## src/rtl/cdc_2phase_rsp_pkg.sv

```systemverilog
// Shared constants for the two-phase CDC responder.
// Holds the default synchronizer depth used by the top and its synchronizer.
package cdc_2phase_rsp_pkg;

  localparam int unsigned CDC_SYNC_STAGES_DEFAULT = 2;

endpackage

```

## src/rtl/cdc_2phase_rsp_sync.sv

```systemverilog
// Multi-flop level synchronizer, reset value 0, with synchronous clear.
// Latency STAGES edges; no backpressure (level signal).
module cdc_2phase_rsp_sync
  import cdc_2phase_rsp_pkg::*;
#(
  parameter int unsigned STAGES = CDC_SYNC_STAGES_DEFAULT
) (
  input  logic clk_i,
  input  logic rst_ni,
  input  logic clr_i,
  input  logic d_i,
  output logic q_o
);

  (* dont_touch = "true", async_reg = "true" *) logic [STAGES-1:0] sync_q;
  logic [STAGES-1:0] sync_d;

  always_comb begin
    sync_d = {sync_q[STAGES-2:0], d_i};
  end

  always_ff @(posedge clk_i or negedge rst_ni) begin
    if (!rst_ni) begin
      sync_q <= '0;
    end else if (clr_i) begin
      sync_q <= '0;
    end else begin
      sync_q <= sync_d;
    end
  end

  assign q_o = sync_q[STAGES-1];

endmodule

```

## src/rtl/cdc_2phase_rsp.sv

```systemverilog
// Two-phase (toggle) request/response responder: presents one remote request locally, returns one response.
// Request visible SYNC_STAGES+1 edges after the toggle; local valid/ready holds until accepted, one transaction outstanding.
module cdc_2phase_rsp
  import cdc_2phase_rsp_pkg::*;
#(
  parameter type         REQ_T       = logic,
  parameter type         RSP_T       = logic,
  parameter int unsigned SYNC_STAGES = CDC_SYNC_STAGES_DEFAULT
) (
  input  logic clk_i,
  input  logic rst_ni,
  input  logic clr_i,
  input  logic async_req_i,
  input  REQ_T async_req_data_i,
  output logic async_ack_o,
  output RSP_T async_rsp_data_o,
  output REQ_T req_data_o,
  output logic req_valid_o,
  input  logic req_ready_i,
  input  RSP_T rsp_data_i,
  input  logic rsp_valid_i,
  output logic rsp_ready_o,
  output logic busy_o
);

  typedef enum logic [1:0] {
    IDLE     = 2'd0,
    REQ      = 2'd1,
    WAIT_RSP = 2'd2
  } state_e;

  state_e state_q, state_d;
  logic   ack_q, ack_d;
  RSP_T   rsp_q, rsp_d;
  REQ_T   req_d;
  (* dont_touch = "true", async_reg = "true" *) REQ_T req_q;

  logic req_sync;
  logic pending;

  cdc_2phase_rsp_sync #(
    .STAGES (SYNC_STAGES)
  ) i_sync (
    .clk_i  (clk_i),
    .rst_ni (rst_ni),
    .clr_i  (clr_i),
    .d_i    (async_req_i),
    .q_o    (req_sync)
  );

  // A level mismatch between the synchronized request and our ack is a new request.
  assign pending = (req_sync != ack_q);

  always_comb begin
    state_d     = state_q;
    ack_d       = ack_q;
    rsp_d       = rsp_q;
    req_d       = req_q;
    req_valid_o = 1'b0;
    rsp_ready_o = 1'b0;
    case (state_q)
      IDLE: begin
        if (pending) begin
          req_d   = async_req_data_i;
          state_d = REQ;
        end
      end
      REQ: begin
        req_valid_o = 1'b1;
        if (req_ready_i) begin
          state_d = WAIT_RSP;
        end
      end
      WAIT_RSP: begin
        rsp_ready_o = 1'b1;
        if (rsp_valid_i) begin
          rsp_d   = rsp_data_i;
          ack_d   = ~ack_q;
          state_d = IDLE;
        end
      end
      default: state_d = IDLE;
    endcase
  end

  always_ff @(posedge clk_i or negedge rst_ni) begin
    if (!rst_ni) begin
      state_q <= IDLE;
      ack_q   <= 1'b0;
      rsp_q   <= '0;
      req_q   <= '0;
    end else if (clr_i) begin
      state_q <= IDLE;
      ack_q   <= 1'b0;
      rsp_q   <= '0;
      req_q   <= '0;
    end else begin
      state_q <= state_d;
      ack_q   <= ack_d;
      rsp_q   <= rsp_d;
      req_q   <= req_d;
    end
  end

  assign async_ack_o      = ack_q;
  assign async_rsp_data_o = rsp_q;
  assign req_data_o       = req_q;
  assign busy_o           = (state_q != IDLE);

endmodule
```

## config.mk

```make
export PLATFORM = sky130hd
export DESIGN_NAME = cdc_2phase_rsp
export DESIGN_NICKNAME = d
export VERILOG_FILES = /design/src/rtl/cdc_2phase_rsp_pkg.sv /design/src/rtl/cdc_2phase_rsp_sync.sv /design/src/rtl/cdc_2phase_rsp.sv
export SDC_FILE = /design/constraint.sdc
export NUM_CORES = 1
export LEC_CHECK = 0
export ABC_AREA = 1
export CORE_AREA = 8 8 45 47
export CTS_CLUSTER_DIAMETER = 200
export DETAILED_ROUTE_END_ITERATION = 12
export DIE_AREA = 0 0 53 55
export SKIP_LAST_GASP = 1
export SYNTH_ARGS = -nofsm -noshare
export SYNTH_HDL_FRONTEND = slang
export SYNTH_SLANG_ARGS = --single-unit
```

## constraint.sdc

```tcl
create_clock -name clk_i -period 2.04 [get_ports clk_i]
set_clock_uncertainty 0.05 [all_clocks]
set_input_delay 0.408 -clock clk_i [delete_from_list [all_inputs] [get_ports clk_i]]
set_output_delay 0.408 -clock clk_i [all_outputs]
set_load 0.02 [all_outputs]
```

Word level (Yosys, flattened, before mapping) --
Index checks and enable logic that the tools add are counted.
Operators by class: muxes and demuxes 17, reductions and logical operators 9, eq/ne operators 6, bitwise operators 1
Operators with widths (number):
- 1-bit 2-to-1 mux | 11
- 2-bit 2-to-1 mux | 5
- 2-bit nonzero test | 5
- 3-bit inequality test, second input constant | 3
- 2-bit case mux with 3 select lines | 1
- 2-bit AND reduction | 2
- 3-bit AND reduction | 1
- 2-bit by 1-bit == test with 1-bit output, second input constant | 1
- 2-bit == test, second input constant | 1
- 2-bit zero test | 1
- 1-bit inequality test | 1
- 1-bit inverter | 1
Word-level totals: input port bits 8, flip-flop bits (word level) 7, output and inout bits 6, word-level logic and storage cells 38

Depth between registers and ports, before layout --
depth in word-level cells 4, depth in mapped cells 6, depth with buffers taken out 6

By module --
A second synthesis with hierarchy kept.
Second synthesis, totals: cells, all modules 44, area total of the unflattened synthesis 341.6 um2
Modules (own cells, without submodules):
- cdc_2phase_rsp | area an instance 276.5 um2, seq. area each 125.1 um2, cells an instance 38, times used 1
- cdc_2phase_rsp_sync | area an instance 65.1 um2, seq. area each 50.0 um2, cells an instance 6, times used 1

Least setup slack after synthesis --
No wires, ideal clock.
path kind register to output, start point register state_q[1], end point output req_valid_o, path buffers 0, slack 0.912 ns, required time 1.582 ns, cell stages (with the launch flop) 2, arrival 0.670 ns, path through dfrtp_1 nor2_2
Between the ends: longest elaborated chain between the ends 2
RTL lines:
- start: declaration | line cdc_2phase_rsp.sv:32 | state_e state_q, state_d;
- start signal: assignment | line cdc_2phase_rsp.sv:98 | state_q <= state_d;
- 2-bit by 1-bit == test with 1-bit output | line cdc_2phase_rsp.sv:61 | case (state_q)
- 1-bit 2-to-1 mux | line cdc_2phase_rsp.sv:61
- end: declaration | line cdc_2phase_rsp.sv:18 | output logic req_valid_o,
Every way passes these cells.

Worst setup path after layout --
Ends and elaborated chain as after synthesis.

==> results by stage <==
Logic synthesis:
- The number of distinct standard cells referenced by the synthesized netlist is 13.
- The count of mapped cells out of synthesis is between 40 and 50.
- The multiplexer area fraction after synthesis is 0.
- The mean instance size in the synthesized netlist is approximately 8 um2.
- The largest family of logic cells by synthesized area is simple AND/OR/NAND/NOR gates.
- Of the total synthesized cell area, the portion taken by AND, OR, NAND and NOR gates is 0.3275.
- The share of the synthesized netlist area taken by xor and xnor gates is 0.
- The cell area after synthesis is 355.3 um2.
- The arithmetic-cell share of the synthesized area counting full adders, half adders and majority gates is 0.
- In this run, synthesis produced a sequential element count of 7.
- The post-synthesis compound-gate area fraction is 0.07394.
- The share of synthesized area in the top cell type comes to 0.4930.
- By area the synthesized netlist is led by sky130_fd_sc_hd__dfrtp_1 49%, sky130_fd_sc_hd__nand2_1 14%, sky130_fd_sc_hd__inv_1 5.3%.
- The share of the Yosys chip area taken by registers is 0.4930.
- The number of warnings reported in the yosys synthesis log is 0.
- The library cell with the largest summed area after synthesis is sky130_fd_sc_hd__dfrtp_1.
- The number of nets handed over by synthesis was 53.

STA:
- The maximum achievable frequency is around 0.53 GHz.
- The final critical-path share of the clock period is 0.9314.
- Setup repair after global routing left no endpoint under its margin.
- For the pin with the worst max-slew slack, the measured transition is between 0.3 and 0.4 ns.
- The least setup slack across all paths after layout is about 0.14 ns.
- The accumulated negative setup slack is 0 ns.
- The total setup violations reported at the end of the flow is 0.
- The worst slew margin relative to its limit is 0.7961.
- The final-report max-slew violation count came to 0.
- The final critical path time including I/O delays and setup is 1.900 ns.
- The final number of hold-violating endpoints is 0.

Detailed routing:
- After detailed routing, the number of vias per cell comes to approximately 4.1.
- The routed layout has about 320 vias.
- The routed wire length per instance is around 9.9 um.
- For this run, design rule violations remaining after detail routing come to 0.
- The iteration count of the initial detailed-routing pass is 4.
- The wire length reported by the detailed router is 771 um.
- In this run, the number of DRC markers left after iteration 0 of detailed routing was 6.
- The count of nets left with antenna violations once routing finished came out at 0.

Clock tree:
- The deepest clock path buffer count is 2.
- Clock latency on the worst-skew pair, taken at its later pin, is 0.25 ns.
- Post-CTS timing repair inserted 0 buffers for setup.
- The tree is rooted in a sky130_fd_sc_hd__clkbuf_4.
- TritonCTS built the clock tree.
- The count of hold-fix buffers inserted at cts is 0.
- The H-tree depth is 1.
- Counting the buffers created by CTS gives 3.
- Post-CTS repair changed the size of 0 cells.
- The sink count of the clock tree is 7.
- After clock tree synthesis, the clock-pin slew on the worst setup and hold paths is about 0.05 ns.

Placed design:
- The final weighted congestion of routability-driven global placement is 0.7344.
- The number of buffers inserted by port buffering is 13.
- The number of placed instances, taps included, is 74.
- Detailed placement ended at an HPWL of between 600 and 700 um.
- The instance area at placement is 505.5 um2.
- OpenSTA, run right after detailed placement, puts the worst setup slack at 0.4025 ns.

Critical path:
- The signal on the critical path passes through nor2_2, clkdlybuf4s50_1.
- The data required time of the worst path is 1.58 ns.
- The arrival time reported for the critical path endpoint is 1.44 ns.
- Together, buffers and inverters on the worst path number 1.
- By startpoint and endpoint, the worst setup path is classified as flop to primary output.
- Along the worst path, the maximum fanout reaches 4.
- The cell family contributing the most delay on the critical path is buffers and inverters.
- The standard cell with the maximum stage delay on the critical path is sky130_fd_sc_hd__clkdlybuf4s50_1.
- The worst setup path is captured at a primary output.
- The maximum cell stage delay along the critical path is 0.62 ns.
- The launching element type of the critical path is a flop.

Final layout:
- The synthesis-to-finish area growth is 49.65%.
- With fillers left out, the area of the finished cells amounts to ~530 um2.
- The library cells used most frequently in the layout, excluding fill and tap cells, are 13 x sky130_fd_sc_hd__nand2_1, 13 x sky130_fd_sc_hd__clkdlybuf4s50_1, 7 x sky130_fd_sc_hd__dfrtp_1, 5 x sky130_fd_sc_hd__inv_1.
- After the last flow step, the layout net total stands at just over 70.
- Once layout is complete, the utilization of the core stands at 0.3843.
- The share of final-layout standard cells stronger than drive strength 1 is 0.2258.
- Leaving out filler cells and counting taps, the final layout contains 78.
- The number of antenna diodes in the final layout is 0.

Run:
- The number of max-cap violations is 0.

Floorplanning:
- The y dimension of the die is about 55 um.
- The die covers approximately 0.0029 mm2.
- In this run the count of I/O pins placed on the die edge is 14.
- The overall die width is about 53 um.
- The core region is 0.001384 mm2.
- Row generation in the floorplan step produced 14 rows.
- The initial core utilization is 0.2568.

Pwr:
- For this design the static power due to leakage is 0.2496 nW.
- Of the total power, the share spent switching nets is 0.2574.
- For this design the total switching power over the nets is 0.08639 mW.
- The share of total power dissipated in combinational logic is 0.183.
- Of the total power, registers draw 0.444.
- Of the total power, the clock network draws 0.374.
- The maximum vdd ir drop is about 270 uV.
- The power per cell area is ~630 mW/mm2.
- The internal power of the cells totals 0.2493 mW.

Global routing:
- The number of global-route vias before repair is 325.
- The global-route wire length before repair is 1.262 mm.
- The total congestion overflow is 0.
- The pin count of the biggest net entering global routing is 8.
- The initial antenna violation count was 0.
- In the global route stage, overall resource usage came out at 0.06216.

Outcome:
- The flow ran to the end, and the final reports show no timing, DRC or antenna violations.

Worst hold path:
- The path class of the tightest hold or removal check is primary input to async pin.
-- worst paths after layout --
| path | start | endpoint | slack (ns) | cells after the start |
|---|---|---|---|---|
| hold reg to reg | i_sync.sync_q[0]$_DFF_PN0_ | i_sync.sync_q[1]$_DFF_PN0_ | 0.42 | 2 |
| setup reg to reg | state_q[1]$_DFFE_PN0P_ | req_data_o$_DFFE_PN0P_ | 1.03 | 6 |
| max in group asynchronous | rst_ni | i_sync.sync_q[0]$_DFF_PN0_ | 1.35 | 1 |
| setup / recovery | state_q[1]$_DFFE_PN0P_ | req_valid_o | 0.14 | 2 |
| min in group clk_i | i_sync.sync_q[0]$_DFF_PN0_ | i_sync.sync_q[1]$_DFF_PN0_ | 0.42 | 2 |
| hold / removal | rst_ni | state_q[0]$_DFFE_PN0P_ | 0.36 | 1 |
-- registers in the layout, indices dropped and copies added, names as in the netlist --
signal            count
i_sync.sync_q         2
state_q               2
async_ack_o           1
async_rsp_data_o      1
req_data_o            1
-- metal layers --
| layer | routed length (um) | part of all wire | track usage | up-vias |
|---|---|---|---|---|
| met5 | 0 | 0 | 0 | - |
| met4 | 6 | 0.0078 | 0.06466 | 0 |
| met3 | 61 | 0.079 | 0.02139 | 2 |
| met2 | 386 | 0.50 | 0.09961 | 8 |
| met1 | 316 | 0.41 | 0.06037 | 144 |
| li1 | - | - | - | 168 |
-- final cells by class --
cell class,instances,area [um2]
clock buffer,4,26.28
fill,155,852.1
inverter,10,37.54
multi-input combinational,28,142.6
sequential,7,175.2
tap,16,20.02
timing repair buffer,13,130.1
-- logic make-up after synthesis --
family                 count (synthesis)
AND/OR/NAND/NOR                       25
buffers and inverters                 10
flip-flops                             7
AO/OA/AOI/OAI                          3
-- metrics by stage --
| step | hold slack (ns) | power, mW |
|---|---|---|
| 2_1_floorplan | 0.06241 | 0.1793 |
| 3_3_place_gp | 0.3914 | 0.2128 |
| 3_5_place_dp | 0.3972 | 0.2133 |
| 4_1_cts | 0.3620 | 0.3440 |
| 5_1_grt | 0.3754 | 0.3575 |
| 6_report | 0.3608 | 0.3357 |
-- synth_stat cells, drive strengths merged --
library cell and n:
nand4 1, clkinv 2, dfrtp 7, inv 8
a21oi 2, nor2 6, nand2 14, o21ai 1
nand3 4
-- power groups by stage --
| stage | Clock [mW] | Sequential [mW] | Combinational [mW] |
|---|---|---|---|
| 3_3_place_gp | 0 | 0.151 | 0.0618 |
| 6_report | 0.125 | 0.149 | 0.0613 |
| 5_1_grt | 0.140 | 0.150 | 0.0677 |
| 4_1_cts | 0.133 | 0.149 | 0.0624 |
| 3_5_place_dp | 0 | 0.151 | 0.0622 |
| 2_1_floorplan | 0 | 0.153 | 0.0261 |
Power figures use the tool's default switching activity.
==> RTL change (same settings) <==
Encoding of `state_e`: now one-hot (3 bits for 3 states).
--- a/src/rtl/cdc_2phase_rsp.sv
+++ b/src/rtl/cdc_2phase_rsp.sv
@@ -23,10 +23,10 @@
   output logic busy_o
 );
 
-  typedef enum logic [1:0] {
-    IDLE     = 2'd0,
-    REQ      = 2'd1,
-    WAIT_RSP = 2'd2
+  typedef enum logic [2:0] {
+    IDLE     = 3'b001,
+    REQ      = 3'b010,
+    WAIT_RSP = 3'b100
   } state_e;
 
   state_e state_q, state_d;
Check against the original RTL: same outputs for any inputs over 10 cycles, from zero or initial values and one cycle with rst_ni low; not proved beyond that.
==> RTL change against the original RTL <==
- non-clock buffer count did not move
- synthesized cell count rose by 24%
- sequential cell count is 1 higher
- largest cell class unchanged
- count of clock-buffer cells in the layout did not move
- first-iteration DRC count is 120% higher
- worst setup slack worse by 0.084 ns
- design area rose by 11%
- core utilization grew 4.3 points
- wire length increased by 19%
- synthesized area increased by 16%
Power is not compared: it rests on default switching activity, and its combinational part moved more than twofold at a synthesized area within 25%.
==> RTL change: results (changes against the original RTL) <==
- Count of fill cells added during filler insertion: 142 (-8.4%)
* Largest registers: state_q: 3 flops, i_sync.sync_q: 2 flops
- The global-route total usage across every layer was 7.544% (+1.3 points).
* Sequential share of the synthesized area: 48.79% (-0.51 points)
- The number of standard cells after synthesis is 56 (+24%).
- Register-to-register setup slack: 0.91 ns (-0.12 ns)
- Largest cells by area after synthesis: sky130_fd_sc_hd__dfrtp_1, sky130_fd_sc_hd__nand2_1, sky130_fd_sc_hd__inv_1, sky130_fd_sc_hd__nand3_1, sky130_fd_sc_hd__dfstp_2
- Via count of the routed design: 388 (+20%)
* Placed cell count: 85 (+15%)
- Status: complete, no violations
- Most common library cells after synthesis: sky130_fd_sc_hd__nand2_1, sky130_fd_sc_hd__inv_1, sky130_fd_sc_hd__nand3_1
* Critical path startpoint: state_q[0]
- The stage delay of the slowest cell on the critical path is 0.55 ns (-0.07 ns).
* Number of distinct library cells after synthesis: 12 (-1)
- Net count of the mapped netlist: 64 (+21%)
- The HPWL after detailed placement is 701.9 um (+16%).
* Number of nets in the layout: 82 (+15%)
* Clock slew at reported path FFs: 0.07 ns (+0.02 ns)
- The clock latency on the worst-skew pair came to 0.27 ns (+0.02 ns).
* Cell with the biggest individual delay on the critical path: sky130_fd_sc_hd__dfstp_2
* Peak clock frequency supported by timing: 0.5039 GHz (-4.3%)
- The wire length of the first global-routing pass was 1538 um (+22%).
- Post-synthesis compound-gate area fraction: 6.970% (-0.42 points)
- The routed via count divided by cell count was 4.360 (+5.6%).
- The worst path arrival time is 1.53 ns (+0.09 ns).
-- RTL change: cell types whose count changed after synthesis, moves of 2 or more --
cell                       change
sky130_fd_sc_hd__o21ai_0       +3
sky130_fd_sc_hd__nor2_1        +3
sky130_fd_sc_hd__a21oi_2       -2
sky130_fd_sc_hd__inv_1         +6
sky130_fd_sc_hd__clkinv_1      -2
sky130_fd_sc_hd__nand3_1       +5
-- RTL change: routing by layer --
metal / routed length (um) / GRT usage [%] / share of wire (%)
met5: 0 / 0 / 0
met4: 40 / 9.052 / 4.4
met3: 107 / 3.743 / 12
met2: 367 / 9.570 / 40
met1: 403 / 8.230 / 44
-- RTL change: power breakdown --
part / internal (mW) / total, mW / switching [mW]
Combinational: 0.0744 / 0.172 / 0.0972
Sequential: 0.186 / 0.202 / 0.0164
Clock: 0.0755 / 0.141 / 0.0656
Total: 0.336 / 0.515 / 0.179
-- RTL change: cell type report --
cell class | count | area share [%]
multi-input cells | 34 | 26.85
clock buffers | 4 | 4.440
repair buffers | 13 | 22.41
flip-flops and latches | 8 | 34.04
inverters | 14 | 8.879
well taps | 16 | 3.383
-- RTL change: per-stage QoR --
| stage | hold WS, ns | utilization, % |
|---|---|---|
| 4_1_cts | 0.3828 | 42.59 |
| 3_3_place_gp | 0.3989 | 40.69 |
| 5_1_grt | 0.3976 | 42.77 |
| 3_5_place_dp | 0.4032 | 40.69 |
| 2_1_floorplan | 0.06241 | - |
| 6_report | 0.3616 | 42.77 |
-- RTL change: worst paths after layout --
path                                          to  cells past startpoint
worst max-delay path                 rsp_ready_o                      4
worst min-delay path                 async_ack_o                      1
worst max register to register        state_q[0]                      6
worst min register to register  i_sync.sync_q[1]                      2
max in group asynchronous             state_q[0]                      1
min in group clk_i              i_sync.sync_q[1]                      2
-- RTL change: kinds of logic after synthesis --
logic type,count (synthesis)
flops,8
simple gates,29
buf+inv,14
compound gates,5
-- RTL change: worst register-to-register path: cells and delay by family, from the launching register on --
family        cells  cell delay [ns]
simple gates      5             0.43
flops             1             0.55
buf+inv           1             0.05
